[config.mk]
export PLATFORM = sky130hd
export DESIGN_NAME = pxbf_scanout_reader
export DESIGN_NICKNAME = d
export VERILOG_FILES = /design/src/rtl/pxbf_pkg.sv /design/src/rtl/pxbf_sync_fifo.sv /design/src/rtl/pxbf_scanout_reader.sv
export SDC_FILE = /design/constraint.sdc
export NUM_CORES = 1
export LEC_CHECK = 0
export BUFFER_PORTS_ARGS = -buffer_cell sky130_fd_sc_hd__buf_2
export CAP_MARGIN = 40
export CORE_ASPECT_RATIO = 0.6
export CORE_UTILIZATION = 55
export DETAILED_ROUTE_END_ITERATION = 10
export GPL_TIMING_DRIVEN = 0
export MAX_ROUTING_LAYER = met4
export PLACE_DENSITY_LB_ADDON = 0.12
export SYNTH_ARGS = -nofsm -noshare
export SYNTH_HDL_FRONTEND = slang
export SYNTH_HIERARCHICAL = 1
export SYNTH_SLANG_ARGS = --single-unit
[constraint.sdc]
create_clock -name clk -period 3.25 [get_ports clk]
set_input_delay 0.8125 -clock clk [delete_from_list [all_inputs] [get_ports clk]]
set_output_delay 0.8125 -clock clk [all_outputs]
set_load 0.05 [all_outputs]
[src/rtl/pxbf_pkg.sv]
// Shared types and constants for the pixel-buffer scan-out reader.
// FIFO entries carry the pixel word plus its start/end-of-frame tags above it.
package pxbf_pkg;

    localparam int DEFAULT_ADDR_W = 15;
    localparam int DEFAULT_DATA_W = 16;

    typedef enum logic [1:0] {
        IDLE,
        FETCH,
        FLUSH
    } pxbf_state_t;

    function automatic int sopBit(input int dataW);
        return dataW;
    endfunction

    function automatic int eopBit(input int dataW);
        return dataW + 1;
    endfunction

    function automatic int entryWidth(input int dataW);
        return dataW + 2;
    endfunction

endpackage

[src/rtl/pxbf_sync_fifo.sv]
// Single-clock show-ahead FIFO: o_data always shows the head entry while o_valid is high.
module pxbf_sync_fifo #(
    parameter int WIDTH = 18,
    parameter int DEPTH = 8,
    localparam int PTR_W = $clog2(DEPTH)
) (
    input  logic             clk,
    input  logic             reset,
    input  logic             i_push,
    input  logic [WIDTH-1:0] i_data,
    input  logic             i_pop,
    output logic [WIDTH-1:0] o_data,
    output logic             o_valid,
    output logic [PTR_W:0]   o_count
);

    localparam logic [PTR_W-1:0] PTR_ONE = 1;
    localparam logic [PTR_W:0]   CNT_ONE = 1;

    logic [WIDTH-1:0] r_mem [DEPTH];
    logic [PTR_W-1:0] r_wrPtr;
    logic [PTR_W-1:0] r_rdPtr;
    logic [PTR_W:0]   r_count;
    logic             w_pop;

    assign w_pop = i_pop && (r_count != '0);

    always_ff @(posedge clk or posedge reset) begin
        if (reset) begin
            r_wrPtr <= '0;
            r_rdPtr <= '0;
            r_count <= '0;
        end else begin
            if (i_push) begin
                r_wrPtr <= r_wrPtr + PTR_ONE;
            end
            if (w_pop) begin
                r_rdPtr <= r_rdPtr + PTR_ONE;
            end
            if (i_push && !w_pop) begin
                r_count <= r_count + CNT_ONE;
            end else if (w_pop && !i_push) begin
                r_count <= r_count - CNT_ONE;
            end
        end
    end

    // Storage is not reset; entries are only observed once the count says they hold data.
    always_ff @(posedge clk) begin
        if (i_push) begin
            r_mem[r_wrPtr] <= i_data;
        end
    end

    assign o_data  = r_mem[r_rdPtr];
    assign o_valid = (r_count != '0);
    assign o_count = r_count;

endmodule

[src/rtl/pxbf_scanout_reader.sv]
// Sequential frame scanner: reads the pixel buffer word by word and streams it out
// with sop/eop markers, throttling reads so the output FIFO can never overflow.
module pxbf_scanout_reader
    import pxbf_pkg::*;
#(
    parameter int ADDR_W      = DEFAULT_ADDR_W,
    parameter int DATA_W      = DEFAULT_DATA_W,
    parameter int BASE_ADDR   = 0,
    parameter int FRAME_WORDS = 19200,
    parameter int FIFO_DEPTH  = 8
) (
    input  logic              clk,
    input  logic              reset,
    input  logic              enable,
    output logic [ADDR_W-1:0] m_address,
    output logic              m_chipselect,
    output logic              m_read,
    output logic [1:0]        m_byteenable,
    input  logic [DATA_W-1:0] m_readdata,
    output logic [DATA_W-1:0] st_data,
    output logic              st_valid,
    input  logic              st_ready,
    output logic              st_sop,
    output logic              st_eop,
    output logic              frame_done
);

    localparam int ENTRY_W = entryWidth(DATA_W);
    localparam int SOP_BIT = sopBit(DATA_W);
    localparam int EOP_BIT = eopBit(DATA_W);
    localparam int CNT_W   = $clog2(FIFO_DEPTH) + 1;

    localparam logic [ADDR_W-1:0] FIRST_ADDR = ADDR_W'(BASE_ADDR);
    localparam logic [ADDR_W-1:0] LAST_ADDR  = ADDR_W'(BASE_ADDR + FRAME_WORDS - 1);
    localparam logic [ADDR_W-1:0] ADDR_ONE   = 1;

    pxbf_state_t        r_state;
    pxbf_state_t        w_nextState;
    logic [ADDR_W-1:0]  r_address;
    logic               r_inflight;
    logic               r_inflightSop;
    logic               r_inflightEop;
    logic               r_frameDone;
    logic               w_issue;
    logic               w_credit;
    logic               w_pop;
    logic               w_fifoValid;
    logic [CNT_W-1:0]   w_fifoCount;
    logic [ENTRY_W-1:0] w_head;

    // A read in flight already owns a FIFO slot, so it counts against the credit.
    assign w_credit = (w_fifoCount + CNT_W'(r_inflight)) < CNT_W'(FIFO_DEPTH);

    always_comb begin
        w_nextState = r_state;
        w_issue     = 1'b0;
        case (r_state)
            IDLE: begin
                if (enable) begin
                    w_nextState = FETCH;
                end
            end
            FETCH: begin
                w_issue = w_credit;
                if (w_issue && (r_address == LAST_ADDR) && !enable) begin
                    w_nextState = FLUSH;
                end
            end
            FLUSH: begin
                if (!r_inflight && !w_fifoValid) begin
                    w_nextState = IDLE;
                end
            end
            default: w_nextState = IDLE;
        endcase
    end

    always_ff @(posedge clk or posedge reset) begin
        if (reset) begin
            r_state       <= IDLE;
            r_address     <= FIRST_ADDR;
            r_inflight    <= 1'b0;
            r_inflightSop <= 1'b0;
            r_inflightEop <= 1'b0;
            r_frameDone   <= 1'b0;
        end else begin
            r_state     <= w_nextState;
            r_inflight  <= w_issue;
            r_frameDone <= w_pop && w_head[EOP_BIT];
            if (w_issue) begin
                r_inflightSop <= (r_address == FIRST_ADDR);
                r_inflightEop <= (r_address == LAST_ADDR);
                r_address     <= (r_address == LAST_ADDR) ? FIRST_ADDR : r_address + ADDR_ONE;
            end else if (r_state == IDLE) begin
                r_address <= FIRST_ADDR;
            end
        end
    end

    assign w_pop = w_fifoValid && st_ready;

    pxbf_sync_fifo #(
        .WIDTH (ENTRY_W),
        .DEPTH (FIFO_DEPTH)
    ) u_fifo (
        .clk     (clk),
        .reset   (reset),
        .i_push  (r_inflight),
        .i_data  ({r_inflightEop, r_inflightSop, m_readdata}),
        .i_pop   (w_pop),
        .o_data  (w_head),
        .o_valid (w_fifoValid),
        .o_count (w_fifoCount)
    );

    assign m_address    = r_address;
    assign m_read       = w_issue;
    assign m_chipselect = w_issue;
    assign m_byteenable = 2'b11;
    assign st_data      = w_head[DATA_W-1:0];
    assign st_valid     = w_fifoValid;
    assign st_sop       = w_fifoValid && w_head[SOP_BIT];
    assign st_eop       = w_fifoValid && w_head[EOP_BIT];
    assign frame_done   = r_frameDone;

    fifoNoOverflow: assert property (@(posedge clk) disable iff (reset)
        w_fifoCount <= CNT_W'(FIFO_DEPTH));

endmodule

==> metrics, run 1 <==
status=complete, but fails checks; failing checks=DRC; xor and xnor area share after synthesis=0.00824; Least-Margin Pin Slew=roughly 0.64 ns; I/O pin count=59; Die Height=92.1 µm; CTS root buffer=clkbuf_16; Max Clock Skew=between 0.009 and 0.01 ns; dpl ws=around 0.15 ns; Final Cell Area=about 8700 µm²; adder-cell share of the synthesized area=0.0145; Crit path arrival time=2.36 ns; most common cell in the netlist=edfxtp_1; clock sinks=175; fill count=between 800 and 900; Synth Area in Compound Gates=0.0370; WL per Instance=about 22 µm; core area=around 13000 µm²; LEAKAGE=3.23 nW; worst hold margin=about 0.30 ns; Vias/cell=approximately 6; vias=4084; Die X=~150 µm; Seq/Total Area, Yosys=0.685; worst setup path category=reg2out; Final ANT Viol Nets=0; Post-synth ARST share=0.177; Worst Hold Class=in2async; Ant. Diodes=0; Initial Utilization=0.572; RSZ-0062 raised after global routing=false; Synth area leaders=edfxtp_1 58%, dfrtp_1 10%, mux4_1 9.2%, mux2_2 3.3%, mux4_2 3.0%; mux cell area share after synthesis=0.167; Area Overhead vs Synth=17.2%; post-DP HPWL=between 9000 and 10000 µm; power per cell area=1000 nW/µm²; Hold Fails Final Rpt=0; Synth Register Bits=175; Synth Area in Simple Gates=0.0630; antenna violations before repair=0; average size of a mapped cell=around 18 µm²; Max-cap violations=0; origin of the critical flop-to-flop path=u_fifo/o_count[0]; Inserted Clock Buffers=17; largest net degree at the start of global routing=19; FMAX=~320 MHz; Overflow after GRT=0; WL final=roughly 15000 µm; peak supply drop=0.605 mV; Rows=32; Post-Syn Area=roughly 7400 µm²; area leader, netlist=edfxtp_1; Cell Area, Placed=about 8200 µm²; vias in the first global route=4025; critical path data required time=approximately 2.4 ns; Yosys top cell area share=0.581; combinational family with the most area after synthesis=multiplexers; final worst path period share=0.975; Power Total=8.74 mW; CP max FO=10; pins over their slew limit=0; Synth Flop Type=edfxtp_1; GPL Wtd Cong=0.907; clock buffer depth=2; Die ar.=14000 µm²; Post-synth top cells=144 x edfxtp_1, 31 x dfrtp_1, 26 x mux4_1; layout cell share with drive strength beyond 1=0.324; Final setup viols=0; first-pass iteration count of the detailed router=8; global-route usage over all layers=0.240; Mapped Cells=406; Worst-Skew Late Latency=approximately 0.42 ns; startpoint types=flip-flop; Residual DRC=3; nets=~520; number of synthesized flops with an enable pin=144; reg2reg path depth=9; relative slew slack=0.572; Synthesis Warnings=6; DRT iter0 DRCs=roughly 440; TritonCTS clock tree=done; H-tree levels=4; IO Port Bufs=56; number of distinct library cells after synthesis=50; clk slew on worst S/H paths=about 0.070 ns; first-pass GRT wire length=approximately 23000 µm; Final WS setup=approximately 0.080 ns; CP endpoint kind=primary output; Crit. Startpoint=u_fifo/r_rdPtr[0]; Final min period=3.17 ns
## where the power goes
part | leakage, nW | internal [mW] | total, mW | switching, mW
logic | 1.25 | 1.36 | 3.58 | 2.22
clock network | 0.270 | 1.06 | 1.92 | 0.854
registers | 1.72 | 2.96 | 3.24 | 0.281
## through the flow
stage          setup TNS (ns)  std cells   util
6_report                    0        673  0.670
5_1_grt                     0        673  0.670
4_1_cts                     0        673  0.670
3_5_place_dp                0        644  0.627
3_3_place_gp           -13.24        633  0.610
2_1_floorplan               0        407      -
## critical path: stages, from the launching register on
cell and delay (ns):
dfrtp_1 0.38, buf_6 0.19, buf_12 0.17, mux4_1 0.57
mux2_2 0.27, and2_1 0.16, buf_2 0.21
## cells in the final DEF, fill, tap and decap left out, types with 4 or more instances in the layout
cell type  count
inv_1         11
o21ai_0        8
mux2i_1        6
buf_8          4
a311oi_1       4
mux2_2        22
xnor2_1        5
ha_1           7
and2_1         6
edfxtp_1     144
nand3_1       10
mux4_1        26
dfrtp_1       29
nand4_1       10
buf_4          5
or3_1          4
clkinv_4       5
a31oi_1        5
and3_1         4
buf_6          8
and4_1         5
nand3b_1       4
buf_2         62
nand2_1       13
mux4_2        10
clkbuf_16     17
nor2_2         6
nand2b_1       4
## per-layer routing
layer / routed length (µm) / global-route usage / vias up
li1: - / - / 1844
met1: 7200 / 0.344 / 2084
met2: 6840 / 0.347 / 144
met3: 884 / 0.0577 / 12
met4: 99 / 0.0604 / 0
met5: 0 / - / -
## cell families (layout without fill, tap and decap cells)
| logic type | after synthesis | count (layout) |
|---|---|---|
| multiplexers | 66 | 66 |
| XOR/XNOR | 7 | 7 |
| AO/OA/AOI/OAI | 36 | 36 |
| flip-flops | 175 | 175 |
| buffers and inverters | 32 | 128 |
| adder cells (fa/ha/maj) | 8 | 8 |
| other | 1 | 2 |
| AND/OR/NAND/NOR | 81 | 81 |
## area by class of cell
class	instances	area (µm²)	share of cell area
multi-input cells	200	2190	0.252
well taps	170	213	0.0244
flip-flops and latches	175	5100	0.585
clock buffers	17	425	0.0488
inverters	11	41.3	0.00473
repair buffers	67	468	0.0536
clock inverters	14	135	0.0155
plain buffers	19	144	0.0165
## sequential cells by signal (all words and copies together) (netlist names)
register,flops
r_inflightEop,1
r_inflightSop,1
u_fifo/o_count,4
m_address,15
r_state,2
u_fifo/r_wrPtr,3
u_fifo/r_rdPtr,3
u_fifo/r_mem,144
frame_done,1
r_inflight,1
## path summary, 6_finish.rpt
kind / slack (ns) / endpoint
max: 0.08 / st_sop
min: 0.30 / r_state[0]
max reg2reg: 0.28 / u_fifo/o_count[3]
min reg2reg: 0.52 / u_fifo/r_wrPtr[0]
max in group asynchronous: 2.55 / u_fifo/r_rdPtr[1]
min in group clk: 0.52 / u_fifo/r_wrPtr[0]
## what timing repair did
action | in CTS | in global routing
resized for setup | 2 | 4
setup endpoints to repair | 5 | 4
hold endpoints to repair | 0 | 0
gates cloned | 0 | 0
hold buffers | 0 | 0
setup buffers | 0 | 0
Power figures use the tool's default switching activity.
==> run 2: changes to the inputs <==
- CORE_UTILIZATION: 55 -> 54
- clock period: 3.25 -> 2.75 ns (I/O delays scaled with it)
==> metrics, run 2 (synthesized netlist as in run 1, its figures left out) <==
status=complete, but fails checks; failing checks=setup timing; peak supply drop=0.753 mV (+25%); first-pass iteration count of the detailed router=5 (-3); vias in the first global route=4151 (+3.1%); DRT iter0 DRCs=362 (-17%); relative slew slack=0.605 (+0.0321); commonest non-fill, non-tap cell in the layout=edfxtp_1; Final ANT Viol Nets=0 (unchanged); Crit path arrival time=2.21 ns (-0.15 ns); RSZ-0062 raised after global routing=true; Ant. Diodes=0 (unchanged); clk slew on worst S/H paths=0.07 ns (about the same); Internal=7.44 mW (+38%); Least-Margin Pin Slew=0.593 ns (-0.0452 ns); top register by number of flip-flops=u_fifo/r_mem; largest net degree at the start of global routing=21 (+2); Die X=154 µm (+0.91%); final cell count without fillers=694 (+3.1%); global-route usage over all layers=0.248 (+0.00815); LEAKAGE=3.42 nW (+5.7%); Rows=32 (unchanged); CTS root buffer=clkbuf_16; Inst Count DP=644 (unchanged); clock buffer depth=2 (unchanged); Worst R2R End=u_fifo/o_count[3]; Max-cap violations=0 (unchanged); clock sinks=175 (unchanged); TritonCTS clock tree=done; worst setup path category=reg2out; pins over their slew limit=0 (unchanged); IO Port Bufs=56 (unchanged); commonest non-fill, non-tap cells in the layout=144 x edfxtp_1, 41 x buf_2, 31 x mux4_2; area of the multi-input gates=2220 µm² (+0.97%); Final min period=just under 3 ns; Vias/cell=5.97 (-1.6%); FMAX=around 350 MHz; hold-fix buffers at CTS=0 (unchanged); flip-flop and latch area=5110 µm² (about the same); Worst-Skew Late Latency=0.42 ns (about the same); Worst Hold Class=in2async; Hold Fails Final Rpt=0 (unchanged); WL per Instance=22.8 µm (+2.0%); critical path data required time=2.06 ns (-0.38 ns); Area Overhead vs Synth=23.0%; Initial Utilization=0.567 (-0.00523); final worst path period share=1.05; first-pass GRT wire length=24500 µm (+4.4%); WL final=15800 µm (+5.2%); core area=13100 µm² (+0.92%); H-tree levels=4 (unchanged); Die ar.=14300 µm² (+1.8%); nets=539 (+3.9%); number of flip-flops in the largest register=144 (unchanged); Residual DRC=0 (-3); Max Clock Skew=0.0124 ns (+0.00262 ns); fill count=888 (+2.2%); GPL Wtd Cong=0.934 (+3.0%); Final setup viols=18 (+18); Sequential Power Share=0.327 (-0.044); CP endpoint kind=primary output; origin of the critical flop-to-flop path=u_fifo/o_count[0]; reg2reg path depth=9 (unchanged); Cell Area, Placed=8150 µm² (about the same); Die Height=92.9 µm (+0.90%); power per cell area=1280 nW/µm² (+28%); Overflow after GRT=0 (unchanged); combinational power share=0.465 (+0.055); reg-to-reg slack, setup=0.15 ns (-0.13 ns); I/O pin count=59 (unchanged); startpoint types=flip-flop; Inserted Clock Buffers=17 (unchanged); switch share=0.365 (-0.0188); layout cell share with drive strength beyond 1=0.416 (+0.0920); vias=4143 (+1.4%); post-DP HPWL=9830 µm (-0.20%); Final Cell Area=9150 µm² (+4.9%); P_sw=4.28 mW (+28%); clock share of power=0.207 (-0.013); antenna violations before repair=0 (unchanged); CP max FO=7 (-3); Final WS setup=-0.147 ns (-0.227 ns)
-- run 2: cell types whose count changed in the layout (fill, tap and decap cells not counted), sizes merged --
cell | previous run | this run
buf | 83 | 103
bufinv | 1 | 2
clkinv | 7 | 2
clkinvlp | 2 | 1
inv | 15 | 21
-- run 2: worst max-delay path, stage by stage (launching register included) --
cell and delay, ns:
dfrtp_1 0.39, buf_8 0.17, buf_12 0.13, buf_12 0.12, mux4_2 0.52, mux2_4 0.28, buf_8 0.15
-- run 2: area by class of cell --
type | count | share of cell area
flip-flops and latches | 175 | 0.558
multi-input cells | 200 | 0.242
repair buffers | 88 | 0.0886
clock buffers | 17 | 0.0465
well taps | 170 | 0.0232
clock inverters | 15 | 0.0189
plain buffers | 18 | 0.0183
inverters | 11 | 0.00451
-- run 2: repair_timing --
| item | 4_1_cts | 5_1_grt |
|---|---|---|
| resized for setup | 79 | 35 |
| setup buffers | 14 | 7 |
| pin swaps | 2 | 1 |
| gates cloned | 1 | 0 |
| endpoints found under the setup margin | 21 | 20 |
-- run 2: power by group through the flow --
stage	sequential, mW	clock [mW]	combinational [mW]
after floorplan	3.85	0	3.07
after global placement	3.80	0	4.04
after detailed placement	3.81	0	4.27
after CTS	3.81	2.48	5.15
after global routing	3.89	2.59	5.74
final	3.84	2.43	5.45
-- run 2: metal layers --
layer	routed length, µm	global-route usage	vias to the layer above	part of all wire
met2	7350	0.364	174	0.47
met1	7150	0.358	2101	0.45
met3	1170	0.0515	9	0.074
met5	0	-	-	0
met4	120	0.0625	0	0.0076
li1	-	-	1859	-
-- run 2: worst max path at each step --
stage	from	to	slack (ns)
final	u_fifo/r_rdPtr[0]	st_data[0]	-0.15
after global routing	u_fifo/r_rdPtr[0]	st_data[0]	-0.20
after CTS	u_fifo/r_rdPtr[0]	st_data[7]	-0.16
after global placement	r_inflight	u_fifo/r_mem[0][12]	-0.85
after detailed placement	u_fifo/r_rdPtr[1]	st_eop	-0.12
after floorplan	u_fifo/o_count[1]	u_fifo/o_count[3]	0.02
-- run 2: through the flow --
stage	hold slack [ns]	util	power, mW	setup slack, ns	setup TNS [ns]
after floorplan	0.480	-	6.92	0.0178	0
after global routing	0.124	0.697	12.2	-0.205	-2.64
after global placement	0.511	0.605	7.84	-0.848	-29.30
final	0.144	0.697	11.7	-0.147	-1.55
after CTS	0.129	0.692	11.4	-0.157	-2.11
after detailed placement	0.529	0.620	8.09	-0.118	-0.322
==> run 3: changes to the inputs <==
- RECOVER_POWER: not set -> 25
- SETUP_SLACK_MARGIN: not set -> 0.4
==> metrics, run 3 (synthesized netlist as in run 1, its figures left out) <==
Hold Fails Final Rpt=0 (unchanged); core area=13100 µm² (unchanged); WL final=16800 µm (+6.1%); Worst R2R End=u_fifo/o_count[3]; nets=553 (+2.6%); TritonCTS clock tree=done; clk slew on worst S/H paths=0.07 ns (about the same); IO Port Bufs=56 (unchanged); Max-cap violations=0 (unchanged); Worst Hold Class=in2async; Inst Count DP=644 (unchanged); dpl ws=-0.198 ns (-0.0798 ns); final worst path period share=1.05 (-0.00351); Die ar.=14300 µm² (unchanged); final cell count without fillers=708 (+2.0%); Final ANT Viol Nets=0 (unchanged); Inserted Clock Buffers=17 (unchanged); commonest non-fill, non-tap cells in the layout=144 x edfxtp_1, 31 x buf_4, 27 x dfrtp_1, 27 x mux4_2, 25 x buf_2; top register by number of flip-flops=u_fifo/r_mem; layout cell share with drive strength beyond 1=0.405 (-0.0108); reg2reg path depth=10 (+1); WL per Instance=23.7 µm (+4.0%); pins over their slew limit=0 (unchanged); Die Height=92.9 µm (unchanged); I/O pin count=59 (unchanged); clock sinks=175 (unchanged); Least-Margin Pin Slew=0.722 ns (+0.129 ns); RSZ-0062 raised after global routing=true; vias in the first global route=4358 (+5.0%); Area Overhead vs Synth=25.4%; power per cell area=1290 nW/µm² (+1.1%); status=complete, but fails checks; Max Clock Skew=0.0164 ns (+0.00405 ns); global-route usage over all layers=0.253 (+0.00523); critical path data required time=2.06 ns (about the same); peak supply drop=0.797 mV (+5.7%); failing checks=setup timing; Final setup viols=18 (unchanged); Ant. Diodes=0 (unchanged); FMAX=346 MHz (+0.33%); Die X=154 µm (unchanged); antenna violations before repair=0 (unchanged); DRT iter0 DRCs=386 (+6.6%); post-DP HPWL=10100 µm (+2.7%); Crit path arrival time=2.20 ns (about the same); relative slew slack=0.518 (-0.0862); worst hold margin=0.268 ns (+0.124 ns); first-pass iteration count of the detailed router=5 (unchanged); number of flip-flops in the largest register=144 (unchanged); CP max FO=7 (unchanged); largest net degree at the start of global routing=17 (-19%); origin of the critical flop-to-flop path=u_fifo/o_count[2]; Initial Utilization=0.567 (unchanged); Worst-Skew Late Latency=0.42 ns (about the same); H-tree levels=4 (unchanged); Final WS setup=-0.138 ns (+0.00964 ns); CP endpoint kind=primary output; Final min period=2.89 ns (-0.00964 ns); Rows=32 (unchanged); Residual DRC=0 (unchanged); CTS root buffer=clkbuf_16; hold-fix buffers at CTS=0 (unchanged); startpoint types=flip-flop; reg-to-reg slack, setup=0.20 ns (+0.05 ns); Vias/cell=6.13 (+2.7%); worst setup path category=reg2out; LEAKAGE=3.47 nW (+1.5%); GPL Wtd Cong=0.833 (-11%); first-pass GRT wire length=25200 µm (+3.2%); clock buffer depth=2 (unchanged); Overflow after GRT=0 (unchanged); commonest non-fill, non-tap cell in the layout=edfxtp_1; vias=4339 (+4.7%)
==> run 3: report_power, final <==
group	switching, mW	internal (mW)	total [mW]
Clock	1.03	1.44	2.47
Combinational	3.14	2.72	5.86
Sequential	0.253	3.50	3.75
==> run 3: metrics by stage <==
stage / power (mW) / area [µm²] / util / setup TNS, ns
floorplan: 7.05 / 7520 / - / 0
global placement: 7.95 / 8010 / 0.610 / -28.21
global route: 12.6 / 9330 / 0.711 / -3.24
detailed placement: 8.21 / 8190 / 0.623 / -0.388
CTS: 11.6 / 9180 / 0.699 / -1.83
finish: 12.1 / 9330 / 0.711 / -2.03
==> run 3: worst max path at each step <==
stage	depth (start not counted)	startpoint	to	slack (ns)
3_5_place_dp	6	u_fifo/r_rdPtr[1]	st_sop	-0.20
4_1_cts	6	u_fifo/r_rdPtr[0]	st_sop	-0.16
6_report	6	u_fifo/r_rdPtr[0]	st_data[2]	-0.14
2_1_floorplan	8	u_fifo/o_count[2]	u_fifo/o_count[3]	0.22
3_3_place_gp	2	u_fifo/r_wrPtr[0]	u_fifo/r_mem[0][15]	-0.80
5_1_grt	6	u_fifo/r_rdPtr[0]	st_data[6]	-0.21
==> run 3: area by class of cell <==
class / instances / area, µm²
inverter: 11 / 50.0
timing repair buffer: 99 / 882
fill: 824 / 3800
multi-input combinational: 200 / 2270
buffer: 21 / 210
clock buffer: 17 / 425
clock inverter: 15 / 181
sequential: 175 / 5100
tap: 170 / 213
==> run 3: timing repair <==
action / in CTS / in global routing
pin swaps: 6 / 6
cloned: 0 / 2
setup buffers: 24 / 6
resized for setup: 79 / 36
endpoints found under the setup margin: 23 / 24
==> run 3: metal layers <==
metal  track usage  vias to the layer above  routed length [µm]
met1         0.364                     2252                7850
met3        0.0473                       18                1120
met2         0.363                      172                7590
li1              -                     1897                   -
met4        0.0933                        0                 196
met5             -                        -                   0
==> run 3: critical path, stage by stage, from the launching register on <==
cell     delay, ns
dfrtp_1       0.38
buf_8         0.16
buf_6         0.14
buf_4         0.13
mux4_2        0.51
mux2_4        0.30
buf_6         0.15
